==> src/rtl/uart_tx_fifo.sv <==
// uart_tx_fifo: transmit holding stage in front of the UART transmitter.
// Queues THR writes in a DEPTH-entry FIFO (fifo_en=1) or a single holding
// slot (fifo_en=0), hands bytes to the transmitter one at a time over the
// tx_data/tx_start/tx_busy handshake, and produces the THRE/TEMT flags.
// Optional build macro UART_TX_FIFO_OVERRUN_EN adds a sticky overrun flag
// (output overrun, input overrun_clr) for writes dropped on a full queue.
module uart_tx_fifo #(
  parameter int unsigned DEPTH = 16,
  parameter int unsigned AW    = 4
) (
  input  logic          clk,
  input  logic          rst,
  input  logic          wr_en,
  input  logic [7:0]    wr_data,
  input  logic          fifo_en,
  input  logic          fifo_clr,
  input  logic          tx_busy,
  output logic [7:0]    tx_data,
  output logic          tx_start,
  output logic          thre,
  output logic          temt,
`ifdef UART_TX_FIFO_OVERRUN_EN
  input  logic          overrun_clr,
  output logic          overrun,
`endif
  output logic [AW:0]   level
);

  localparam logic [1:0] F_IDLE  = 2'd0;
  localparam logic [1:0] F_START = 2'd1;
  localparam logic [1:0] F_BUSY  = 2'd2;

  localparam logic [AW:0] CAP_FIFO = (AW+1)'(DEPTH);
  localparam logic [AW:0] CAP_HOLD = (AW+1)'(1);

  logic [7:0]    mem_q [DEPTH];
  logic [AW-1:0] wr_ptr_q, wr_ptr_d;
  logic [AW-1:0] rd_ptr_q, rd_ptr_d;
  logic [AW:0]   level_q, level_d;
  logic [1:0]    state_q, state_d;
  logic [7:0]    hold_q, hold_d;
  logic          thre_q;
  logic          fifo_en_q;

  logic          flush;
  logic          pop;
  logic          wr_ok;
  logic [AW:0]   cap;

  // Flush, pop and write-acceptance decisions for this cycle.
  always_comb begin
    flush = fifo_clr | (fifo_en ^ fifo_en_q);
    cap   = fifo_en ? CAP_FIFO : CAP_HOLD;
    pop   = (state_q == F_IDLE) && (level_q != '0) && !flush;
    // A pop frees a slot this cycle, so a write is accepted even at capacity.
    wr_ok = wr_en && !flush && ((level_q < cap) || pop);
  end

  // Next pointers, occupancy and hold register.
  always_comb begin
    wr_ptr_d = wr_ptr_q;
    rd_ptr_d = rd_ptr_q;
    level_d  = level_q;
    hold_d   = hold_q;
    if (flush) begin
      wr_ptr_d = '0;
      rd_ptr_d = '0;
      level_d  = '0;
    end else begin
      if (wr_ok) begin
        wr_ptr_d = wr_ptr_q + AW'(1);
      end
      if (pop) begin
        rd_ptr_d = rd_ptr_q + AW'(1);
        hold_d   = mem_q[rd_ptr_q];
      end
      level_d = level_q + (AW+1)'(wr_ok) - (AW+1)'(pop);
    end
  end

  // Feeder FSM: pop into hold, request start, wait out the frame.
  always_comb begin
    state_d = state_q;
    case (state_q)
      F_IDLE:  if (pop)      state_d = F_START;
      F_START: if (tx_busy)  state_d = F_BUSY;
      F_BUSY:  if (!tx_busy) state_d = F_IDLE;
      default:               state_d = F_IDLE;
    endcase
  end

  // Storage array; no reset needed since occupancy gates every read.
  always_ff @(posedge clk) begin
    if (wr_ok) begin
      mem_q[wr_ptr_q] <= wr_data;
    end
  end

  // Control registers with asynchronous reset.
  always_ff @(posedge clk or posedge rst) begin
    if (rst) begin
      wr_ptr_q  <= '0;
      rd_ptr_q  <= '0;
      level_q   <= '0;
      state_q   <= F_IDLE;
      hold_q    <= '0;
      thre_q    <= 1'b1;
      fifo_en_q <= 1'b0;
    end else begin
      wr_ptr_q  <= wr_ptr_d;
      rd_ptr_q  <= rd_ptr_d;
      level_q   <= level_d;
      state_q   <= state_d;
      hold_q    <= hold_d;
      thre_q    <= (level_d == '0);
      fifo_en_q <= fifo_en;
    end
  end

`ifdef UART_TX_FIFO_OVERRUN_EN
  logic overrun_q;

  // Sticky overrun: set on a capacity drop (not a flush drop); set beats clear.
  always_ff @(posedge clk or posedge rst) begin
    if (rst) begin
      overrun_q <= 1'b0;
    end else if (wr_en && !flush && !wr_ok) begin
      overrun_q <= 1'b1;
    end else if (overrun_clr) begin
      overrun_q <= 1'b0;
    end
  end

  assign overrun = overrun_q;
`endif

  assign tx_data  = hold_q;
  assign tx_start = (state_q == F_START);
  assign thre     = thre_q;
  assign temt     = thre_q && (state_q == F_IDLE) && !tx_busy;
  assign level    = level_q;

endmodule

==> config.mk <==
export PLATFORM = sky130hd
export DESIGN_NAME = uart_tx_fifo
export DESIGN_NICKNAME = d
export VERILOG_FILES = /design/src/rtl/uart_tx_fifo.sv
export SDC_FILE = /design/constraint.sdc
export NUM_CORES = 1
export LEC_CHECK = 0
export CELL_PAD_IN_SITES_DETAIL_PLACEMENT = 1
export CELL_PAD_IN_SITES_GLOBAL_PLACEMENT = 1
export CORE_MARGIN = 2
export CORE_UTILIZATION = 40
export DETAILED_ROUTE_END_ITERATION = 12
export GPL_TIMING_DRIVEN = 1
export PLACE_DENSITY = 0.67
export SLEW_MARGIN = 20
export SYNTH_ARGS = -nofsm -noshare
export SYNTH_HDL_FRONTEND = slang
export SYNTH_SLANG_ARGS = --single-unit
==> constraint.sdc <==
create_clock -name clk -period 3.4 [get_ports clk]
set_input_delay 0.85 -clock clk [delete_from_list [all_inputs] [get_ports clk]]
set_output_delay 0.85 -clock clk [all_outputs]
set_load 0.005 [all_outputs]
==> results of run 1 <==
## flip-flops by register name (all words and copies together), names as in the netlist
| register | cells |
|---|---|
| level | 5 |
| state_q | 2 |
| mem_q | 128 |
| wr_ptr_q | 4 |
| fifo_en_q | 1 |
| rd_ptr_q | 4 |
| thre | 1 |
| tx_data | 8 |
## worst register-to-register path: stages, from the launching register on
cell and delay [ns]:
dfrtp_1 0.40, inv_1 0.11, ha_1 0.19, nor4b_4 0.15, buf_4 0.17, nor4_4 0.25
buf_4 0.17, a32oi_4 0.05, o21ai_1 0.15, ha_2 0.19, inv_1 0.05, fa_1 0.40
xnor2_1 0.17, nor3_1 0.07, or3_1 0.41, a211oi_2 0.22
## cell usage after synthesis, types with 2 or more instances
cell	count
nand2b_1	2
nor2_1	12
o21bai_1	2
nor4b_1	4
inv_1	13
nand2_1	13
mux4_2	10
buf_1	2
xnor2_1	7
ha_1	13
mux4_1	22
buf_6	5
buf_2	4
mux2_4	9
o21ai_0	2
or2_2	2
or3_1	2
nor3_1	8
nand3_1	6
edfxtp_1	128
o22ai_1	8
clkbuf_1	6
nor3_2	5
a21oi_1	10
nor2b_1	3
mux2i_1	12
dfrtp_1	24
## cell families (layout without fill, tap and decap cells)
kind of cell               count (synthesis)  count (layout)  share of synthesized area
DFF                                      153             153                      0.679
buffers and inverters                     32              94                     0.0270
adders and majority gates                 14              14                     0.0277
muxes                                     54              54                      0.162
and+or+nand+nor                           65              65                     0.0593
AOI/OAI and AO/OA                         29              29                     0.0314
xor gates and xnor gates                   9               9                     0.0131
## path summary, 6_finish.rpt
kind	slack (ns)	end	depth (start not counted)	start
worst max-delay path	0.18	thre	15	level[3]
worst min-delay path	0.51	tx_data[1]	1	tx_data[1]
worst max register to register	0.18	thre	15	level[3]
worst min register to register	0.51	tx_data[1]	1	tx_data[1]
max in group asynchronous	1.99	thre	3	rst
min in group asynchronous	0.75	tx_data[5]	2	rst
## routing by layer
layer | vias up | part of all wire | global-route usage | wire length, um
met1 | 1744 | 0.47 | 0.220 | 6270
met3 | 21 | 0.034 | 0.0454 | 448
li1 | 1515 | - | - | -
met2 | 60 | 0.47 | 0.248 | 6270
met5 | - | 0 | 0 | 0
met4 | 0 | 0.021 | 0.0693 | 283
## power by group
part | total (mW) | internal [mW] | leakage [nW] | switching (mW)
clock network | 1.85 | 1.04 | 0.278 | 0.819
registers | 2.14 | 2.10 | 1.48 | 0.0458
logic | 0.395 | 0.232 | 0.871 | 0.163
## layout by cell type, fill, tap and decap left out, drive strengths merged, types with 13 or more instances in the layout
| cell | synthesis | final |
|---|---|---|
| mux4 | 32 | 32 |
| dfrtp | 24 | 24 |
| buf | 13 | 20 |
| edfxtp | 128 | 128 |
| clkbuf | 6 | 17 |
| nor3 | 13 | 13 |
| inv | 13 | 23 |
| nor2 | 13 | 13 |
| ha | 13 | 13 |
| nand2 | 13 | 13 |
| clkdlybuf4s50 | 0 | 28 |
## what timing repair did
action / in CTS / in global routing
resized for setup: 2 / 3
pin swaps: 0 / 1
cloned: 0 / 0
buffers inserted: 0 / 3
endpoints found under the setup margin: 1 / 1
## cell type report
class | instances | area share
clock buffer | 17 | 0.0546
clock inverter | 15 | 0.0196
timing repair buffer | 49 | 0.0597
multi-input combinational | 171 | 0.251
sequential | 153 | 0.574
tap | 216 | 0.0347
inverter | 13 | 0.00626
==> run_results.csv, run 1 <==
group,metric,value,unit
run_status,outcome,"finished clean",
power,p_leak,2.63,nW
cts,cts-buffers-inserted,17,
logic_synthesis,synth_edf_count,128,
sta,fmax,0.311,GHz
cts,clk_pin_slew,0.07,ns
placed_design,gp_congestion,0.791,
sta,setup_ws,0.181,ns
setup_path,cp_max_fo,4,
logic_synthesis,async_flop_share,0.163,
floorplanning,die_y,132,um
sta,tns,0,ns
sta,finalCriticalPeriod,3.22,ns
sta,rsz0062_at_grt,"no",
setup_path,crit_slowest_cell,"or3_1",
final_layout,final_area,7790,um^2
setup_path,crit_family,"simple AND/OR/NAND/NOR gates",
sta,slew_viol_final,0,
floorplanning,coreArea,16000,um^2
sta,finalHoldWorstSlack,0.515,ns
worst_hold_path,hp-class,"reg2reg",
final_layout,seqCellArea,4470,um^2
final_layout,utilization,0.487,
setup_path,path_class,"reg2reg",
sta,relSlewSlack,0.266,
sta,finalCritPeriodShare,0.947,
flow_run,maxCapViolations,0,
power,ir_worst_vdd,0.000302,V
global_routing,antenna_found_initial,0,
cts,cts_buffer_depth,2,
final_layout,area_delta_synth_final,18.4,%
setup_path,cp.buffers_inverters,4,
floorplanning,pin_count,30,
logic_synthesis,yosysUniqueCellTypes,49,
setup_path,cpPeakStageDelay,0.41,ns
logic_synthesis,synth_area_per_cell,18.5,um^2
setup_path,required,3.75,ns
cts,holdBufCountCts,0,
final_layout,nets,433,
placed_design,pre_cts_ws,-0.584,ns
floorplanning,num_rows,46,
placed_design,place_inst,599,
setup_path,start_kind,"register",
setup_path,cp-end-kind,"register",
floorplanning,die_area,17500,um^2
setup_path,crit_chain,"inv_1 -> ha_1 -> nor4b_4 -> buf_4 -> nor4_4 -> buf_4 -> a32oi_4 -> o21ai_1 -> ha_2 -> inv_1 -> fa_1 -> xnor2_1 -> nor3_1 -> or3_1 -> a211oi_2",
final_layout,multi_input_area,1960,um^2
setup_path,cp.arrival,3.57,ns
placed_design,place.detailed.hpwl,8.81,mm
route,drc_errors,0,
global_routing,grt_max_degree,24,
route,first_iter_violations,233,
route,postRouteAntennaNets,0,
logic_synthesis,synth_area_leaders,"edfxtp_1 (58%), dfrtp_1 (9.1%), mux4_1 (8.8%), mux4_2 (3.4%), ha_1 (2.5%)",
placed_design,io_buffers,29,
route,drt-pass1-iter-count,4,
sta,skew,0.0131,ns
logic_synthesis,synth-seq-cells,153,
floorplanning,die_x,132,um
route,vias_per_cell,5.27,
placed_design,dpl-instance-area,7190,um^2
sta,setup_viol,0,
floorplanning,initial_core_util,0.411,
logic_synthesis,syn_area,6580,um^2
global_routing,grt_pass1_wl,20.8,mm
final_layout,layout-drive-gt1-share,0.222,
logic_synthesis,synth_top_area_frac,0.584,
global_routing,grt.total_usage,0.163,
route,wl_per_cell,20.9,um
final_layout,num-fill-cells,1531,
logic_synthesis,yosysWarnings,0,
global_routing,grt-ovfl-total,0,
cts,clock-sinks,153,
cts,cts_tree,"done",
power,total_power,4.39,mW
route,via_count,3340,
route,routed_wl,13.3,mm
cts,clock_latency,0.43,ns
sta,tightest_slew,1.10,ns
logic_synthesis,ys.flop_type,"edfxtp_1",
global_routing,grt_pass1_vias,3510,
cts,root_buffer,"clkbuf_16",
sta,hold_violations,0,
cts,htree_levels,4,
power,p_per_area,564,nW/um^2
logic_synthesis,syn_nets,384,
logic_synthesis,synth_largest_area_cell,"edfxtp_1",
logic_synthesis,synth_seq_area_share,0.679,
logic_synthesis,syn_inst,356,
final_layout,diodes,0,
final_layout,final_cells,634,
(Power assumes the default switching activity.)
==> run 2, diff against run 1 <==
--- a/config.mk
+++ b/config.mk
@@ -12,7 +12,6 @@
 export DETAILED_ROUTE_END_ITERATION = 12
 export GPL_TIMING_DRIVEN = 1
 export PLACE_DENSITY = 0.67
-export SLEW_MARGIN = 20
 export SYNTH_ARGS = -nofsm -noshare
 export SYNTH_HDL_FRONTEND = slang
 export SYNTH_SLANG_ARGS = --single-unit
==> results of run 2 <==
The final DEF is identical to that of run 1; final timing and power are the same.
==> run 3, diff against run 2 <==
--- a/config.mk
+++ b/config.mk
@@ -11,6 +11,7 @@
 export CORE_UTILIZATION = 40
 export DETAILED_ROUTE_END_ITERATION = 12
 export GPL_TIMING_DRIVEN = 1
+export HOLD_SLACK_MARGIN = 0.02
 export PLACE_DENSITY = 0.67
 export SYNTH_ARGS = -nofsm -noshare
 export SYNTH_HDL_FRONTEND = slang
==> results of run 3 <==
The final DEF is identical to that of run 1; final timing and power are the same.
